===== config.mk =====
export PLATFORM = sky130hd
export DESIGN_NAME = ir_fetch_unit_flat
export DESIGN_NICKNAME = d
export VERILOG_FILES = /design/src/rtl/ir_fetch_if.sv /design/src/rtl/ir_fetch_unit.sv /design/src/flat_wrapper.sv
export SDC_FILE = /design/constraint.sdc
export NUM_CORES = 1
export LEC_CHECK = 0
export CAP_MARGIN = 20
export CORE_MARGIN = 2
export CORE_UTILIZATION = 36
export CTS_CLUSTER_SIZE = 16
export DETAILED_ROUTE_END_ITERATION = 8
export MAX_ROUTING_LAYER = met4
export PLACE_DENSITY = 0.8
export SYNTH_ARGS = -nofsm -noshare
export SYNTH_HDL_FRONTEND = slang
export SYNTH_SLANG_ARGS = --single-unit

===== constraint.sdc =====
create_clock -name clk -period 1.7 [get_ports clk]
set_input_delay 0.34 -clock clk [delete_from_list [all_inputs] [get_ports clk]]
set_output_delay 0.34 -clock clk [all_outputs]
set_load 0.005 [all_outputs]

===== src/rtl/ir_fetch_if.sv =====
// Bundle between the fetch unit and its surroundings: control handshake, memory port and decoded IR.
// master = control FSM / instruction memory side, slave = the fetch unit itself.
interface ir_fetch_if #(
   parameter int word_size = 32,
   parameter int imm_size  = 16
);
   logic                 fetch_start;
   logic                 flush;
   logic [word_size-1:0] pc;
   logic                 mem_req;
   logic [word_size-1:0] mem_addr;
   logic [word_size-1:0] mem_rdata;
   logic                 mem_ack;
   logic                 busy;
   logic                 ir_valid;
   logic                 fetch_err;
   logic [word_size-1:0] ir;
   logic [5:0]           opcode;
   logic [4:0]           rs;
   logic [4:0]           rt;
   logic [4:0]           rd;
   logic [4:0]           shamt;
   logic [5:0]           funct;
   logic [imm_size-1:0]  imm;
   logic [25:0]          target;

   modport master (
      output fetch_start, flush, pc, mem_rdata, mem_ack,
      input  mem_req, mem_addr, busy, ir_valid, fetch_err, ir,
             opcode, rs, rt, rd, shamt, funct, imm, target
   );

   modport slave (
      input  fetch_start, flush, pc, mem_rdata, mem_ack,
      output mem_req, mem_addr, busy, ir_valid, fetch_err, ir,
             opcode, rs, rt, rd, shamt, funct, imm, target
   );
endinterface


===== src/rtl/ir_fetch_unit.sv =====
// Instruction fetch + instruction register: one memory read per fetch_start, IR latch,
// field decode, and a bounded wait that reports a memory that never acknowledges.
module ir_fetch_unit #(
   parameter int word_size      = 32,
   parameter int imm_size       = 16,
   parameter int timeout_cycles = 16
) (
   input  logic         clk,
   input  logic         reset,
   ir_fetch_if.slave    bus
);

   typedef enum logic [1:0] {IDLE, REQ, DONE, ERR} state_e;

   state_e               state_q, state_d;
   logic [word_size-1:0] addr_q, addr_d;
   logic [word_size-1:0] ir_q, ir_d;
   logic [7:0]           cnt_q, cnt_d;

   localparam logic [7:0] LastWait = 8'(timeout_cycles - 1);

   always_ff @(posedge clk) begin
      if (reset) begin
         state_q <= IDLE;
         addr_q  <= '0;
         ir_q    <= '0;
         cnt_q   <= '0;
      end else begin
         state_q <= state_d;
         addr_q  <= addr_d;
         ir_q    <= ir_d;
         cnt_q   <= cnt_d;
      end
   end

   // flush outranks a same-cycle ack, and an ack on the final wait cycle still wins over timeout
   always_comb begin
      state_d = state_q;
      addr_d  = addr_q;
      ir_d    = ir_q;
      cnt_d   = cnt_q;
      unique case (state_q)
         IDLE: begin
            if (bus.fetch_start) begin
               addr_d  = bus.pc;
               cnt_d   = '0;
               state_d = REQ;
            end
         end
         REQ: begin
            if (bus.flush) begin
               state_d = IDLE;
            end else if (bus.mem_ack) begin
               ir_d    = bus.mem_rdata;
               state_d = DONE;
            end else if (cnt_q == LastWait) begin
               state_d = ERR;
            end else begin
               cnt_d = cnt_q + 8'd1;
            end
         end
         DONE:    state_d = IDLE;
         ERR:     state_d = IDLE;
         default: state_d = IDLE;
      endcase
   end

   always_comb begin
      bus.mem_req   = (state_q == REQ);
      bus.busy      = (state_q != IDLE);
      bus.ir_valid  = (state_q == DONE);
      bus.fetch_err = (state_q == ERR);
      bus.mem_addr  = addr_q;
      bus.ir        = ir_q;
      bus.opcode    = ir_q[31:26];
      bus.rs        = ir_q[25:21];
      bus.rt        = ir_q[20:16];
      bus.rd        = ir_q[15:11];
      bus.shamt     = ir_q[10:6];
      bus.funct     = ir_q[5:0];
      bus.imm       = ir_q[imm_size-1:0];
      bus.target    = ir_q[25:0];
   end

endmodule


===== src/flat_wrapper.sv =====
// flat-port wrapper written by rule: the top's interface ports become plain ports
module ir_fetch_unit_flat 
#(
   parameter int word_size      = 32,
   parameter int imm_size       = 16,
   parameter int timeout_cycles = 16
)
  (clk, reset, bus_fetch_start, bus_flush, bus_pc, bus_mem_rdata, bus_mem_ack, bus_mem_req, bus_mem_addr, bus_busy, bus_ir_valid, bus_fetch_err, bus_ir, bus_opcode, bus_rs, bus_rt, bus_rd, bus_shamt, bus_funct, bus_imm, bus_target);
  ir_fetch_if #(.word_size(word_size), .imm_size(imm_size)) bus_i ();
  input  logic clk;
  input  logic reset;
  input wire logic [$bits(bus_i.fetch_start)-1:0] bus_fetch_start;
  input wire logic [$bits(bus_i.flush)-1:0] bus_flush;
  input wire logic [$bits(bus_i.pc)-1:0] bus_pc;
  input wire logic [$bits(bus_i.mem_rdata)-1:0] bus_mem_rdata;
  input wire logic [$bits(bus_i.mem_ack)-1:0] bus_mem_ack;
  output wire logic [$bits(bus_i.mem_req)-1:0] bus_mem_req;
  output wire logic [$bits(bus_i.mem_addr)-1:0] bus_mem_addr;
  output wire logic [$bits(bus_i.busy)-1:0] bus_busy;
  output wire logic [$bits(bus_i.ir_valid)-1:0] bus_ir_valid;
  output wire logic [$bits(bus_i.fetch_err)-1:0] bus_fetch_err;
  output wire logic [$bits(bus_i.ir)-1:0] bus_ir;
  output wire logic [$bits(bus_i.opcode)-1:0] bus_opcode;
  output wire logic [$bits(bus_i.rs)-1:0] bus_rs;
  output wire logic [$bits(bus_i.rt)-1:0] bus_rt;
  output wire logic [$bits(bus_i.rd)-1:0] bus_rd;
  output wire logic [$bits(bus_i.shamt)-1:0] bus_shamt;
  output wire logic [$bits(bus_i.funct)-1:0] bus_funct;
  output wire logic [$bits(bus_i.imm)-1:0] bus_imm;
  output wire logic [$bits(bus_i.target)-1:0] bus_target;
  assign bus_i.fetch_start = bus_fetch_start;
  assign bus_i.flush = bus_flush;
  assign bus_i.pc = bus_pc;
  assign bus_i.mem_rdata = bus_mem_rdata;
  assign bus_i.mem_ack = bus_mem_ack;
  assign bus_mem_req = bus_i.mem_req;
  assign bus_mem_addr = bus_i.mem_addr;
  assign bus_busy = bus_i.busy;
  assign bus_ir_valid = bus_i.ir_valid;
  assign bus_fetch_err = bus_i.fetch_err;
  assign bus_ir = bus_i.ir;
  assign bus_opcode = bus_i.opcode;
  assign bus_rs = bus_i.rs;
  assign bus_rt = bus_i.rt;
  assign bus_rd = bus_i.rd;
  assign bus_shamt = bus_i.shamt;
  assign bus_funct = bus_i.funct;
  assign bus_imm = bus_i.imm;
  assign bus_target = bus_i.target;
  ir_fetch_unit #(.word_size(word_size), .imm_size(imm_size), .timeout_cycles(timeout_cycles)) u_core (.clk(clk), .reset(reset), .bus(bus_i));
endmodule

# Yosys cells after proc, flatten, opt, wreduce, memory -nomap -nowiden
# Cells that the tools add are included.
[totals] memories=0 register_bits=74 romBits=0 wordCells=33 ram_bits=0 output_inout_bits=142 latchBits=0 inputBits=69
[classes] shifts=0 n_bitwise=1 magnitude_cmp=0 eq_ne=9 mux=10 div_mod_pow=0 addsub=1 reduce_logical=8 n_mul=0
[op_table] operator="$mux W8" count=4
[op_table] operator="$pmux W8 S2" count=1
[op_table] operator="$add A8 B1 Y8 const B" count=1
[op_table] operator="$eq A8 B4 Y1 const B" count=1
[op_table] operator="$mux W2" count=4
[op_table] operator="$ne A2 B2 Y1 const B" count=4
[op_table] operator="$pmux W2 S3" count=1
[op_table] operator="$reduce_and A5 Y1" count=1
[op_table] operator="$eq A2 B2 Y1 const B" count=2
[op_table] operator="$ne A4 B3 Y1 const B" count=1
[op_table] operator="$reduce_and A2 Y1" count=2
[op_table] operator="$reduce_bool A2 Y1" count=2
[op_table] operator="$reduce_and A3 Y1" count=1
[op_table] operator="$eq A2 B1 Y1 const B" count=1
[op_table] operator="$logic_not A2 Y1" count=1
[op_table] operator="$reduce_or A2 Y1" count=1
[op_table] operator="$not A1 Y1" count=1

# Longest topological paths before layout
[depth] ltp_word=5 mapped_depth=6 ltp_nobuf=5

# Least setup slack after synthesis
# Ideal clock, no wire load.
[synth_path] path_type="reg2reg" start="register u_core.cnt_q[0]" end="register u_core.cnt_q[6]" period_less_slack_ps=1551 required_ps=1626 arrival_ps=1476 path_stages_with_launch=7 slack_ps=149 path_buffers=1 cell_sequence="dfxtp_1 > ha_1 > and3_1 > clkbuf_1 > a211oi_4 > a41oi_1 > a31oi_1"
[synth_between] elab_chain_cells=5 elab_cells_between_ends=8 classes_between="1 x add/sub; 2 x eq/ne; 4 x mux; 1 x reduce/logical"
[synth_rtl] item="start: declaration" line="ir_fetch_unit.sv:18" text="logic [7:0] cnt_q, cnt_d;"
[synth_rtl] item="start signal: assignment" line="ir_fetch_unit.sv:32" text="cnt_q <= cnt_d;"
[synth_rtl] item="$add A8 B1 Y8" line="ir_fetch_unit.sv:59" text="cnt_d = cnt_q + 8'd1;"
[synth_rtl] item="$mux W8" line="ir_fetch_unit.sv:56" text="end else if (cnt_q == LastWait) begin"
[synth_rtl] item="$mux W8" line="ir_fetch_unit.sv:53" text="end else if (bus.mem_ack) begin"
[synth_rtl] item="$mux W8" line="ir_fetch_unit.sv:51" text="if (bus.flush) begin"
[synth_rtl] item="$pmux W8 S2" line="ir_fetch_unit.sv:42" text="unique case (state_q)"
# Parallel ways exist; a longest one is shown, timed or not. The select of a mux whose other input is x is not followed.
# A chain may end at the register's enable or synchronous reset.

# Worst setup path in the final report
[layout_path] start="register u_core.ir_q[8], in the netlist u_core.bus.ir[8]" end="output port bus_imm[8]"
[layout_rtl] item="start: declaration" line="ir_fetch_unit.sv:17" text="logic [word_size-1:0] ir_q, ir_d;"
[layout_rtl] item="start signal: assignment" line="ir_fetch_unit.sv:31" text="ir_q <= ir_d;"
[layout_rtl] item="end: declaration" line="flat_wrapper.sv:29" text="output wire logic [$bits(bus_i.imm)-1:0] bus_imm;"
# No word-level cell between the ends.

==> reports/metrics.csv <==
metric,value,unit
synth_area_leaders,"dfxtp_1 46%, buf_4 17%, nand2_1 16%",
cp_cell_sequence,clkdlybuf4s50_1,
holdPathStages,4,
syn2layout_area_growth,62.9,%
finalSetupTns,0,ns
dieHeight,98.9,um
cts_root_buf,clkbuf_8,
place_hpwl,6940,um
numCtsBuffers,9,
finClkSkew,0.00745,ns
crit_type,flop to output port,
cp_num_buf_inv,1,
grt_overflow,0,
required,1.36,ns
ir_worst_vdd,0.441,mV
hold_buffers,0,
slew-limit-headroom,73.2,%
coreArea,8720,um^2
endpoint_kind,output port,
drv_slew,0,
intPower,3.04,mW
cpMaxStageDelayCell,clkdlybuf4s50_1,
yosys_warnings,0,
drive_gt1_share,9.93,%
placed_area,5000,um^2
routed_via_density,4.63,
path_max_fanout,5,
cts_max_level,3,
clk_pin_slew,0.08,ns
netlist_area,3240,um^2
seq_area,1490,um^2
start_util,37.2,%
drtAntennaViolNets,0,
finalCritPeriodShare,96.8,%
final_cell_mix,"203 x clkdlybuf4s50_1, 134 x nand2_1, 70 x a21oi_1, 64 x dfxtp_1, 15 x buf_4",
synthDistinctLibCells,26,
globalRouteTotalUtil,19.2,%
clk_latency,0.33,ns
cts_tree,built,
cp.arrival,1.31,ns
yosys.area.top_type,dfxtp_1,
boundaryPins,211,
cp_top_family,buffers and inverters,
setup_slack,0.0541,ns
holdCritStartpoint,reset,
final.min_clock_period,1.65,ns
rsz0062_at_grt,no,
grt_pass1_vias,2942,
holdCritPathClass,input pin to flop,
nets,629,
drc,0,
wire_per_inst,14.1,um
grt_max_degree,38,
sw_frac_of_total,23.2,%
io_buffers,210,
gp_congestion,0.862,
status,completed,
r2r_start,u_core.state_q[1],
setup_viol,0,
max_freq,608,MHz
final_area,5280,um^2
n_antenna_cell,0,
antenna_found_initial,0,
switchingPower,919,uW
clock_sinks,74,
maxCapViolations,0,
dieWidth,98.9,um
drt_iter0_markers,137,
power.leakage,1.93,nW
cp_slowest_stage_delay,0.55,ns
p_total,3.96,mW
p_per_area,749,nW/um^2
r2r_end,u_core.cnt_q[3],
multi_input_comb_area,1140,um^2
layout_commonest_cell,clkdlybuf4s50_1,
grt_pass1_wl,14700,um
p_clk_share,38.6,%
postSynthNetCount,484,
ys_seq_area_share,45.7,%
ff2ff_setup_slack,0.08,ns
worst_hold_path.endpoint,u_core.state_q[1],
tightest_slew,0.401,ns
clockBufferDepth,2,
die-area,9780,um^2
post_synth.cell_area_avg,7.83,um^2
combPwrFrac,14.8,%
synthCells,414,
hold_viol,0,
dpl_worst_slack,-0.376,ns
power_frac_seq,46.6,%
post-route-util,60.5,%
r2r_cells,5,
rows,34,
ys_ff_latch,74,
routed_wl,9480,um
dr.pass1.iters,4,
vias,3114,
nFillCells,775,
startpoint_type,flop,
synth_top_cell_area_share,45.7,%
[power by group through the flow]
stage	Combinational [mW]	Sequential [mW]	Clock [mW]
final	0.586	1.84	1.53
after global routing	0.636	1.85	1.67
after CTS	0.589	1.84	1.58
after detailed placement	0.585	1.88	0
after global placement	0.576	1.88	0
after floorplan	0.206	1.88	0
[registers in the layout, summed over array words and instances, names as in the netlist]
| register | count |
|---|---|
| u_core.bus.ir | 32 |
| u_core.bus.mem_addr | 32 |
| u_core.cnt_q | 8 |
| u_core.state_q | 2 |
[synth_stat cells]
| master | n |
|---|---|
| ha_1 | 1 |
| nand2_1 | 134 |
| nor2b_1 | 1 |
| mux2i_1 | 1 |
| nor2_1 | 7 |
| a21oi_1 | 70 |
| nand4_1 | 1 |
| nand2b_1 | 2 |
| nand3b_1 | 2 |
| a32oi_1 | 1 |
| or4b_4 | 1 |
| inv_1 | 5 |
| a211oi_4 | 1 |
| o21ai_0 | 4 |
| and3_1 | 1 |
| nor4_2 | 1 |
| buf_4 | 74 |
| clkbuf_1 | 17 |
| dfxtp_1 | 74 |
| a41oi_1 | 2 |
| buf_1 | 3 |
| a31oi_1 | 5 |
| and2_1 | 1 |
| nand3_1 | 2 |
| or3_1 | 1 |
| nor3b_1 | 2 |
[timing repair]
item	CTS	global route
pin swaps	1	2
hold endpoints to repair	0	0
gates resized for setup	10	15
setup endpoints to repair	11	30
setup buffers	0	2
[layout make-up]
cell class                 instances  share of cell area, %
timing repair buffer             228                   42.8
sequential                        74                   28.3
multi-input combinational        241                   21.7
clock buffer                      10                   2.61
tap                              108                   2.56
clock inverter                     6                   1.68
inverter                           5                  0.355
[kinds of logic after synthesis]
| kind of cell | count (synthesis) | share of synthesized area [%] |
|---|---|---|
| buf+inv | 99 | 20.0 |
| fa+ha+maj | 1 | 0.386 |
| simple gates | 156 | 19.7 |
| flops | 74 | 45.7 |
| compound gates | 83 | 13.8 |
| mux | 1 | 0.309 |
[per-stage QoR]
| stage | hold WS (ns) | cells |
|---|---|---|
| 2_1_floorplan | 0.450 | 414 |
| 3_3_place_gp | 0.440 | 654 |
| 3_5_place_dp | 0.446 | 654 |
| 4_1_cts | 0.286 | 670 |
| 5_1_grt | 0.388 | 672 |
| 6_report | 0.412 | 672 |
[layer usage]
layer | track usage [%] | vias to the layer above | part of all wire, %
li1 | - | 1557 | -
met1 | 22.4 | 1400 | 40
met2 | 32.6 | 149 | 52
met3 | 4.68 | 8 | 7.7
met4 | 6.01 | 0 | 0.80
met5 | - | - | 0
[worst max path at each step]
stage | from | slack, ns | to | cells after the start
after floorplan | u_core.cnt_q[0] | 0.15 | u_core.cnt_q[6] | 6
after global placement | bus_flush | -0.35 | u_core.cnt_q[0] | 6
after detailed placement | bus_flush | -0.38 | u_core.cnt_q[4] | 6
after CTS | u_core.bus.ir[11] | 0.008 | bus_target[11] | 1
after global routing | u_core.state_q[1] | 0.001 | bus_busy | 4
final | u_core.bus.ir[8] | 0.05 | bus_imm[8] | 1
Note: power is estimated with default switching activity, not from simulation.
